===== src/rtl/agc_clk_pkg.sv =====
// Shared types and constants for the burst clock scheduler: FSM encoding,
// requester indices, default widths and the round-robin pick helper.
package agc_clk_pkg;

    typedef enum logic [1:0] {
        ST_IDLE = 2'd0,
        ST_LOAD = 2'd1,
        ST_RUN  = 2'd2,
        ST_DONE = 2'd3
    } state_t;

    localparam logic REQ_A = 1'b0;
    localparam logic REQ_B = 1'b1;

    localparam int DEF_WIDTH = 8;
    localparam int DEF_CNT_W = 8;

    // ptr names the requester that wins a tie.
    function automatic logic rr_pick(input logic [1:0] req, input logic ptr);
        if (req[REQ_A] && req[REQ_B])
            return ptr;
        else if (req[REQ_B])
            return REQ_B;
        else
            return REQ_A;
    endfunction

endpackage


===== src/rtl/agc_div_core.sv =====
// Half-period counter and divided-clock toggle flop. clr overrides en and
// parks the output low; pulses flag the edge at which clk_out will toggle.
module agc_div_core #(
    parameter int WIDTH = 8
) (
    input  logic             clk,
    input  logic             rst,
    input  logic             en,
    input  logic             clr,
    input  logic [WIDTH-1:0] div_half,
    output logic             clk_out,
    output logic             fall_pulse,
    output logic             rise_pulse
);

    logic [WIDTH-1:0] half_cnt;
    logic [WIDTH-1:0] div_m1;
    logic             wrap;

    // A divisor of zero behaves as one: toggle every cycle.
    assign div_m1 = (div_half == '0) ? '0 : div_half - 1'b1;
    assign wrap   = en && !clr && (half_cnt == div_m1);

    assign fall_pulse = wrap && clk_out;
    assign rise_pulse = wrap && !clk_out;

    always_ff @(posedge clk) begin
        if (!rst || clr) begin
            half_cnt <= '0;
            clk_out  <= 1'b0;
        end else if (en) begin
            if (wrap) begin
                half_cnt <= '0;
                clk_out  <= ~clk_out;
            end else begin
                half_cnt <= half_cnt + 1'b1;
            end
        end
    end

endmodule


===== src/rtl/agc_clk_sched.sv =====
// Two-requester round-robin scheduler that emits a gated, divided clock burst
// of a latched length and half-period for the granted requester.
//
//   state | meaning
//   ------+------------------------------------------------------------
//   IDLE  | waiting for req; arbitrate, latch winner's settings
//   LOAD  | one cycle; counters cleared, clk_out held low
//   RUN   | divided clock running until the pulse count is reached
//   DONE  | one cycle; done pulse, grant released, pointer advanced
module agc_clk_sched
    import agc_clk_pkg::*;
#(
    parameter int WIDTH = DEF_WIDTH,
    parameter int CNT_W = DEF_CNT_W
) (
    input  logic             clk,
    input  logic             rst,
    input  logic [1:0]       req,
    input  logic [WIDTH-1:0] div_half_a,
    input  logic [WIDTH-1:0] div_half_b,
    input  logic [CNT_W-1:0] burst_len_a,
    input  logic [CNT_W-1:0] burst_len_b,
    input  logic             abort,
    output logic [1:0]       gnt,
    output logic             clk_out,
    output logic             csgo,
    output logic             busy,
    output logic             done,
    output logic             aborted
);

    state_t           state;
    logic             rr_ptr;
    logic             served;
    logic             win;
    logic [WIDTH-1:0] div_lat;
    logic [CNT_W-1:0] len_lat;
    logic [CNT_W-1:0] pulse_cnt;
    logic             run_abort;
    logic             burst_end;
    logic             div_en;
    logic             div_clr;
    logic             fall_pulse;
    logic             rise_pulse;

    assign win       = rr_pick(req, rr_ptr);
    assign run_abort = abort && ((state == ST_LOAD) || (state == ST_RUN));
    assign burst_end = (state == ST_RUN) && (pulse_cnt == len_lat);
    // Counting stops once the last falling edge has landed so a fast divisor
    // cannot re-raise clk_out during the closing RUN cycle.
    assign div_en    = (state == ST_RUN) && !burst_end;
    assign div_clr   = (state != ST_RUN) || run_abort;

    agc_div_core #(
        .WIDTH (WIDTH)
    ) u_div_core (
        .clk        (clk),
        .rst        (rst),
        .en         (div_en),
        .clr        (div_clr),
        .div_half   (div_lat),
        .clk_out    (clk_out),
        .fall_pulse (fall_pulse),
        .rise_pulse (rise_pulse)
    );

    always_ff @(posedge clk) begin
        if (!rst) begin
            state     <= ST_IDLE;
            gnt       <= 2'b00;
            busy      <= 1'b0;
            done      <= 1'b0;
            aborted   <= 1'b0;
            csgo      <= 1'b0;
            rr_ptr    <= REQ_A;
            served    <= REQ_A;
            div_lat   <= '0;
            len_lat   <= '0;
            pulse_cnt <= '0;
        end else begin
            done    <= 1'b0;
            aborted <= 1'b0;
            csgo    <= 1'b0;
            case (state)
                ST_IDLE: begin
                    if (req != 2'b00) begin
                        served  <= win;
                        gnt     <= (win == REQ_B) ? 2'b10 : 2'b01;
                        div_lat <= (win == REQ_B) ? div_half_b : div_half_a;
                        len_lat <= (win == REQ_B) ? burst_len_b : burst_len_a;
                        busy    <= 1'b1;
                        state   <= ST_LOAD;
                    end
                end
                ST_LOAD: begin
                    pulse_cnt <= '0;
                    if (run_abort) begin
                        done    <= 1'b1;
                        aborted <= 1'b1;
                        state   <= ST_DONE;
                    end else if (len_lat == '0) begin
                        done  <= 1'b1;
                        state <= ST_DONE;
                    end else begin
                        state <= ST_RUN;
                    end
                end
                ST_RUN: begin
                    if (run_abort) begin
                        done    <= 1'b1;
                        aborted <= 1'b1;
                        state   <= ST_DONE;
                    end else if (burst_end) begin
                        done  <= 1'b1;
                        state <= ST_DONE;
                    end else begin
                        if (fall_pulse)
                            pulse_cnt <= pulse_cnt + 1'b1;
                        if (rise_pulse && (pulse_cnt == '0))
                            csgo <= 1'b1;
                    end
                end
                ST_DONE: begin
                    gnt    <= 2'b00;
                    rr_ptr <= ~served;
                    busy   <= 1'b0;
                    state  <= ST_IDLE;
                end
                default: begin
                    gnt   <= 2'b00;
                    busy  <= 1'b0;
                    state <= ST_IDLE;
                end
            endcase
        end
    end

endmodule


===== config.mk =====
export PLATFORM = sky130hd
export DESIGN_NAME = agc_clk_sched
export DESIGN_NICKNAME = d
export VERILOG_FILES = /design/src/rtl/agc_clk_pkg.sv /design/src/rtl/agc_div_core.sv /design/src/rtl/agc_clk_sched.sv
export SDC_FILE = /design/constraint.sdc
export NUM_CORES = 1
export LEC_CHECK = 0
export BUFFER_PORTS_ARGS = -buffer_cell sky130_fd_sc_hd__buf_4
export CELL_PAD_IN_SITES_DETAIL_PLACEMENT = 0
export CELL_PAD_IN_SITES_GLOBAL_PLACEMENT = 1
export CORE_MARGIN = 5
export CORE_UTILIZATION = 42
export DETAILED_ROUTE_END_ITERATION = 12
export PLACE_DENSITY_LB_ADDON = 0.1
export SETUP_SLACK_MARGIN = 0.2
export SYNTH_ARGS = -nofsm -noshare
export SYNTH_HDL_FRONTEND = slang
export SYNTH_SLANG_ARGS = --single-unit

===== constraint.sdc =====
create_clock -name clk -period 3.5 [get_ports clk]
set_input_delay 0.7 -clock clk [delete_from_list [all_inputs] [get_ports clk]]
set_output_delay 0.7 -clock clk [all_outputs]
set_load 0.01 [all_outputs]

### Word-level counts from Yosys, hierarchy flattened

Index checks and enable logic that the tools add are counted.

| word-level totals | value |
|---|---|
| flip-flop bits (word level) | 43 |
| latch bits | 0 |
| bits in writable memories | 0 |
| ROM bits | 0 |
| input bits | 37 |
| output and inout bits | 7 |
| word-level logic and storage cells | 90 |
| memories kept | 0 |

| operators by class | value |
|---|---|
| add/sub/neg operators | 3 |
| multipliers | 0 |
| divide/modulo/power cells | 0 |
| $lt $le $gt $ge | 0 |
| equal/unequal tests | 11 |
| shift-type cells | 0 |
| mux-type cells | 28 |
| bitwise logic cells | 4 |
| reductions and logical operators | 31 |

Operator list:

| kind | number |
|---|---|
| $mux W8 | 7 |
| $logic_not A8 Y1 | 3 |
| $add A8 B1 Y8 const B | 2 |
| $eq A8 B8 Y1 | 2 |
| $pmux W8 S2 | 1 |
| $mux W1 | 11 |
| $mux W2 | 5 |
| $ne A2 B2 Y1 const B | 5 |
| $reduce_and A2 Y1 | 5 |
| $logic_and A1 B1 Y1 | 9 |
| $pmux W2 S4 | 1 |
| $sub A8 B1 Y8 const B | 1 |
| $reduce_bool A2 Y1 | 3 |
| $eq A2 B2 Y1 const B | 2 |
| $logic_not A1 Y1 | 4 |
| $not A1 Y1 | 4 |
| $pmux W1 S2 | 2 |
| $pmux W2 S2 | 1 |
| $reduce_and A4 Y1 | 1 |
| $reduce_or A4 Y1 | 1 |
| $logic_or A1 B1 Y1 | 3 |
| $ne A3 B3 Y1 const B | 1 |
| $eq A2 B1 Y1 const B | 1 |
| $logic_not A2 Y1 | 1 |
| $reduce_or A2 Y1 | 1 |

### Logic depth before layout (Yosys ltp)

| depth | value |
|---|---|
| word-level depth | 12 |
| mapped depth | 10 |
| mapped depth without buffers | 9 |

### By module

Synthesis repeated with hierarchy kept, for this count alone.

| unflattened totals | value |
|---|---|
| cell total of the unflattened synthesis | 319 |
| area total of the unflattened synthesis | 2575.0 um^2 |

By module, submodules not included:

| module | instances | cells each | area an instance (um^2) | seq. area each (um^2) |
|---|---|---|---|---|
| agc_clk_sched | 1 | 222 | 1823.0 | 680.7 |
| agc_div_core | 1 | 97 | 752.0 | 180.2 |

### Least setup slack after synthesis

Ideal clock, no wire load.

| path | value |
|---|---|
| path type | register -> register |
| start | register div_lat[0] |
| end | register pulse_cnt[7] |
| library setup time | 0.072 ns |
| arrival | 2.735 ns |
| data required time | 3.428 ns |
| slack | 0.693 ns |
| stages on the path, launching flop included | 11 |
| path buffers | 1 |
| clock period less this slack | 2.807 ns |
| path through | dfxtp_1 -> inv_1 -> ha_1 -> nor4b_1 -> a22oi_1 -> xnor2_1 -> nor4b_1 -> nand3_2 -> buf_2 -> nor4_2 -> mux2i_1 |

| on the way | value |
|---|---|
| longest elaborated chain between the ends | 7 |
| elaborated cells on any way between the ends | 8 |
| those cells by class | add/sub: 1; eq/ne: 2; mux: 1; reduce/logical: 4 |

RTL lines:

| item | RTL line | text |
|---|---|---|
| from (decl) | agc_clk_sched.sv:36 | `logic [WIDTH-1:0] div_lat;` |
| from (signal assigned) | agc_clk_sched.sv:89 | `div_lat <= (win == REQ_B) ? div_half_b : div_half_a;` |
| $sub A8 B1 Y8 / $logic_not A8 Y1 (equally long branches) | agc_div_core.sv:21 | `assign div_m1 = (div_half == '0) ? '0 : div_half - 1'b1;` |
| $mux W8 * | agc_div_core.sv:21 |  |
| $eq A8 B8 Y1 * | agc_div_core.sv:22 | `assign wrap = en && !clr && (half_cnt == div_m1);` |
| $logic_and A1 B1 Y1 * | agc_div_core.sv:22 |  |
| $logic_and A1 B1 Y1 * | agc_div_core.sv:24 | `assign fall_pulse = wrap && clk_out;` |
| $ne A2 B2 Y1 (no source line) * | - |  |
| $reduce_and A4 Y1 (no source line) * | - |  |
| to (signal assigned) | agc_clk_sched.sv:118 | `pulse_cnt <= pulse_cnt + 1'b1;` |
| to (decl) | agc_clk_sched.sv:38 | `logic [CNT_W-1:0] pulse_cnt;` |

Every way passes the cells marked *; elsewhere a longest branch is shown, timed or not.
A chain may end at the register's enable or synchronous reset.

### Final worst setup path

| path | value |
|---|---|
| start | register div_lat[0] |
| end | register pulse_cnt[5] |

The elaborated chain is that of the path after synthesis.

==> report_table.html <==
<table>
<tr><th>Metric</th><th>Value</th></tr>
<tr><th colspan="2">Status</th></tr>
<tr><td>Result of the run</td><td>completed</td></tr>
<tr><th colspan="2">GRT</th></tr>
<tr><td>Leftover overflow at the end of global routing</td><td>0</td></tr>
<tr><td>GRT Total Usage</td><td>about 16%</td></tr>
<tr><td>Number of global-route vias before repair</td><td>2268</td></tr>
<tr><td>Antenna violations before repair</td><td>0</td></tr>
<tr><td>Maximum number of pins on one net before global-route repair</td><td>35</td></tr>
<tr><td>Wire length of the first global-routing pass</td><td>9.908 mm</td></tr>
<tr><th colspan="2">Yosys</th></tr>
<tr><td>Top post-synthesis cells by area</td><td>sky130_fd_sc_hd__dfxtp_1 34%, sky130_fd_sc_hd__mux2i_1 7.6%, sky130_fd_sc_hd__o211a_1 7.2%</td></tr>
<tr><td>Yosys Warn Count</td><td>0</td></tr>
<tr><td>Instance count of the mapped netlist</td><td>292</td></tr>
<tr><td>Count of distinct cell types in the synthesized netlist</td><td>45</td></tr>
<tr><td>Fraction of synthesized cell area taken by the top area cell type</td><td>34.43%</td></tr>
<tr><td>Cell accounting for the most synthesized area</td><td>sky130_fd_sc_hd__dfxtp_1</td></tr>
<tr><td>Sequential share of the synthesized area</td><td>about 34%</td></tr>
<tr><td>Avg Synthesized Cell Area</td><td>8.561 µm²</td></tr>
<tr><td>Number of synthesized register bits</td><td>43</td></tr>
<tr><td>Net Count, Synth</td><td>between 300 and 400</td></tr>
<tr><td>Post-synthesis instance area</td><td>2500 µm²</td></tr>
<tr><th colspan="2">Setup path</th></tr>
<tr><td>Critical path type</td><td>reg -&gt; reg</td></tr>
<tr><td>WP data required</td><td>3.73 ns</td></tr>
<tr><td>Worst Setup Start Kind</td><td>flip-flop</td></tr>
<tr><td>Critical Path Fanout Max</td><td>11</td></tr>
<tr><td>Data arrival, critical path</td><td>3.26 ns</td></tr>
<tr><td>Critical register-to-register path endpoint</td><td>pulse_cnt[5]$_SDFFE_PN0P_</td></tr>
<tr><td>Setup crit end kind</td><td>flip-flop</td></tr>
<tr><td>Worst-case reg-to-reg path depth</td><td>10</td></tr>
<tr><td>Most common cell type on the critical path</td><td>sky130_fd_sc_hd__or4_1</td></tr>
<tr><td>Reg-to-reg setup timing slack</td><td>0.46 ns</td></tr>
<tr><td>Highest cell delay on the worst timing path</td><td>0.53 ns</td></tr>
<tr><td>Worst path cell trace</td><td>inv_1 &gt; ha_1 &gt; nor4b_1 &gt; buf_4 &gt; or4_1 &gt; and3_1 &gt; nor4_2 &gt; nand3_2 &gt; or4_1 &gt; a21oi_1</td></tr>
<tr><td>Origin of the critical flop-to-flop path</td><td>div_lat[0]$_SDFFE_PN0P_</td></tr>
<tr><td>Worst path slowest cell</td><td>sky130_fd_sc_hd__or4_1</td></tr>
<tr><th colspan="2">Layout</th></tr>
<tr><td>Area growth from synthesis to layout</td><td>19.22%</td></tr>
<tr><td>Share of layout cells above drive strength 1</td><td>19.34%</td></tr>
<tr><td>Register area</td><td>860.8 µm²</td></tr>
<tr><td>Number of nets at the end of the flow</td><td>376</td></tr>
<tr><td>Most common library cell in the layout ignoring fill and taps</td><td>sky130_fd_sc_hd__buf_4</td></tr>
<tr><td>Fillcell total</td><td>585</td></tr>
<tr><td>Final Instance Area</td><td>between 2000 and 3000 µm²</td></tr>
<tr><td>Finished Layout Cells</td><td>406</td></tr>
<tr><td>Area occupied by multi-input gates</td><td>1533 µm²</td></tr>
<tr><td>Commonest non-fill, non-tap cells in the layout</td><td>47 x sky130_fd_sc_hd__buf_4, 43 x sky130_fd_sc_hd__dfxtp_1, 29 x sky130_fd_sc_hd__nand2_1</td></tr>
<tr><td>Core utilization of the finished layout</td><td>50.94%</td></tr>
<tr><td>Number of antenna cells inserted</td><td>0</td></tr>
<tr><th colspan="2">Floorplanning</th></tr>
<tr><td>Core footprint</td><td>5851 µm²</td></tr>
<tr><td>Die extent in x</td><td>approximately 87 µm</td></tr>
<tr><td>Die footprint</td><td>roughly 7600 µm²</td></tr>
<tr><td>IO Count</td><td>44</td></tr>
<tr><td>Die Y-Extent</td><td>87.15 µm</td></tr>
<tr><td>Rows</td><td>28</td></tr>
<tr><td>Initial standard-cell utilization of the core</td><td>42.73%</td></tr>
<tr><th colspan="2">CTS</th></tr>
<tr><td>H-tree depth</td><td>2</td></tr>
<tr><td>Clock insertion delay at the later pin of the skew report</td><td>0.29 ns</td></tr>
<tr><td>Maximum clock path buffer count</td><td>2</td></tr>
<tr><td>Clock transition time at the flip-flop clock pins of the worst setup and hold paths</td><td>0.09 ns</td></tr>
<tr><td>Clock sinks</td><td>43</td></tr>
<tr><td>Number of setup buffers added after CTS</td><td>0</td></tr>
<tr><td>Clock root buffer</td><td>sky130_fd_sc_hd__clkbuf_8</td></tr>
<tr><td>Number of buffers inserted during clock tree synthesis</td><td>5</td></tr>
<tr><td>Clock tree from TritonCTS</td><td>done</td></tr>
<tr><th colspan="2">Drt</th></tr>
<tr><td>Total via count after detailed routing</td><td>roughly 2200</td></tr>
<tr><td>Initial drt markers</td><td>122</td></tr>
<tr><td>Pre-antenna DRT Iters</td><td>6</td></tr>
<tr><td>Residual DRC count</td><td>0</td></tr>
<tr><td>Via count normalized by instance count</td><td>between 5 and 6</td></tr>
<tr><td>Average wire per standard cell</td><td>14.01 µm</td></tr>
<tr><td>Number of nets with antenna violations after detailed routing</td><td>0</td></tr>
<tr><td>Post-Route WL</td><td>5.687 mm</td></tr>
<tr><th colspan="2">Placed design</th></tr>
<tr><td>Final Wtd Congestion</td><td>between 0.8 and 0.9</td></tr>
<tr><td>Half-perimeter wire length after placement</td><td>around 4.2 mm</td></tr>
<tr><td>Worst setup slack before clock tree synthesis</td><td>0.3946 ns</td></tr>
<tr><td>Number of instances in the placed design</td><td>~400</td></tr>
<tr><td>Input/output buffers</td><td>between 40 and 50</td></tr>
<tr><td>Dpl cell area</td><td>2887 µm²</td></tr>
<tr><th colspan="2">STA</th></tr>
<tr><td>Final setup slack of the worst path</td><td>0.4639 ns</td></tr>
<tr><td>Worst Clk Skew</td><td>0.01373 ns</td></tr>
<tr><td>Hold slack final</td><td>0.4637 ns</td></tr>
<tr><td>Relative slew margins</td><td>47.06%</td></tr>
<tr><td>Setup TNS</td><td>0 ns</td></tr>
<tr><td>Final number of setup-violating endpoints</td><td>0</td></tr>
<tr><td>Pin slew with the least headroom to its limit</td><td>0.7858 ns</td></tr>
<tr><td>Pins over their slew limit</td><td>0</td></tr>
<tr><td>Maximum operating frequency</td><td>roughly 0.33 GHz</td></tr>
<tr><td>Fin crit share</td><td>~87%</td></tr>
<tr><td>RSZ-0062 raised after global routing</td><td>no</td></tr>
<tr><td>Number of hold-slack violations in the final timing report</td><td>0</td></tr>
<tr><td>Final critical delay including setup and external delays</td><td>3.036 ns</td></tr>
<tr><th colspan="2">Worst hold path</th></tr>
<tr><td>Worst Hold Depth</td><td>2</td></tr>
<tr><td>Worst min-delay path class</td><td>reg -&gt; reg</td></tr>
<tr><td>Worst Hold Path EP</td><td>gnt[0]$_SDFFE_PN0P_</td></tr>
<tr><td>Worst hold start</td><td>gnt[0]$_SDFFE_PN0P_</td></tr>
<tr><th colspan="2">Pwr</th></tr>
<tr><td>P_leak</td><td>1.397 nW</td></tr>
<tr><td>Max VDD drop</td><td>0.3794 mV</td></tr>
<tr><td>Total design power</td><td>1.793 mW</td></tr>
<tr><td>Pwr Density</td><td>601.7 nW/µm²</td></tr>
<tr><th colspan="2">Flow run</th></tr>
<tr><td>Maxcap violations</td><td>0</td></tr>
</table>
==> sequential cells by signal, indices dropped and copies added, names as in the netlist <==
register             count
div_lat                  8
len_lat                  8
pulse_cnt                8
u_div_core.half_cnt      8
gnt                      2
state                    2
aborted                  1
busy                     1
csgo                     1
done                     1
rr_ptr                   1
served                   1
u_div_core.clk_out       1
==> cell usage after synthesis (all sizes together) <==
cell type,number
dfxtp,43
nand2,29
mux2i,19
o211a,18
nand3,15
nor2,15
o21ai,15
inv,14
xor2,12
a21oi,11
clkbuf,10
xnor2,9
ha,8
nor3,7
and3,6
nand4,6
nor4,6
or4,6
buf,5
or3,5
and2,3
nor2b,3
o22ai,3
o31ai,3
a21boi,2
a22oi,2
nor4b,2
or3b,2
a2111o,1
a2111oi,1
a211o,1
a221o,1
a221oi,1
a31oi,1
and4,1
nand2b,1
o211ai,1
o21bai,1
o32a,1
or2,1
or4b,1
==> timing repair <==
| item | CTS | global route |
|---|---|---|
| endpoints found under the setup margin | 0 | 11 |
| resized for setup | 0 | 1 |
| hold buffers | 0 | 0 |
==> worst max path at each step <==
stage                                           end                    start  cells after the start
after floorplan           pulse_cnt[7]$_SDFFE_PN0P_  div_lat[0]$_SDFFE_PN0P_                     10
final                     pulse_cnt[5]$_SDFFE_PN0P_  div_lat[0]$_SDFFE_PN0P_                     10
after global routing      pulse_cnt[5]$_SDFFE_PN0P_  div_lat[0]$_SDFFE_PN0P_                     10
after global placement    pulse_cnt[5]$_SDFFE_PN0P_  div_lat[0]$_SDFFE_PN0P_                      9
after CTS                 pulse_cnt[5]$_SDFFE_PN0P_  div_lat[0]$_SDFFE_PN0P_                      9
after detailed placement  pulse_cnt[5]$_SDFFE_PN0P_  div_lat[0]$_SDFFE_PN0P_                      9
==> per-layer routing <==
layer	vias to the layer above	wire (µm)	track usage, %
met4	0	37	3.766
met2	31	2916	30.16
met1	1063	2534	18.21
met3	4	198	3.311
li1	1138	-	-
met5	-	0	0
==> report_power, final <==
group	leakage [nW]	internal, mW	switching (mW)	total [mW]
combinational	0.998	0.360	0.412	0.772
clock	0.0470	0.155	0.167	0.322
sequential	0.352	0.588	0.111	0.699
total	1.40	1.10	0.690	1.79
==> cells by family after synthesis <==
| family | share of synthesized area (%) |
|---|---|
| AOI/OAI and AO/OA | 18.42 |
| and+or+nand+nor | 23.42 |
| muxes | 7.608 |
| xor gates and xnor gates | 7.358 |
| adders and majority gates | 4.004 |
| DFF | 34.43 |
| buffers and inverters | 4.755 |
==> worst max-delay path, delay by kind of cell, from the launching register on <==
family / cells / cell delay (ns)
AOI/OAI and AO/OA: 1 / 0.15
adders and majority gates: 1 / 0.25
buffers and inverters: 2 / 0.27
DFF: 1 / 0.43
and+or+nand+nor: 6 / 1.89
==> layout make-up <==
type,instances,share of cell area [%]
Clock buffer,6,2.771
Clock inverter,1,0.1679
Inverter,14,1.763
Multi-Input combinational cell,220,51.43
Sequential cell,43,28.88
Tap cell,75,3.149
Timing Repair Buffer,47,11.84
Power figures use the tool's default switching activity.
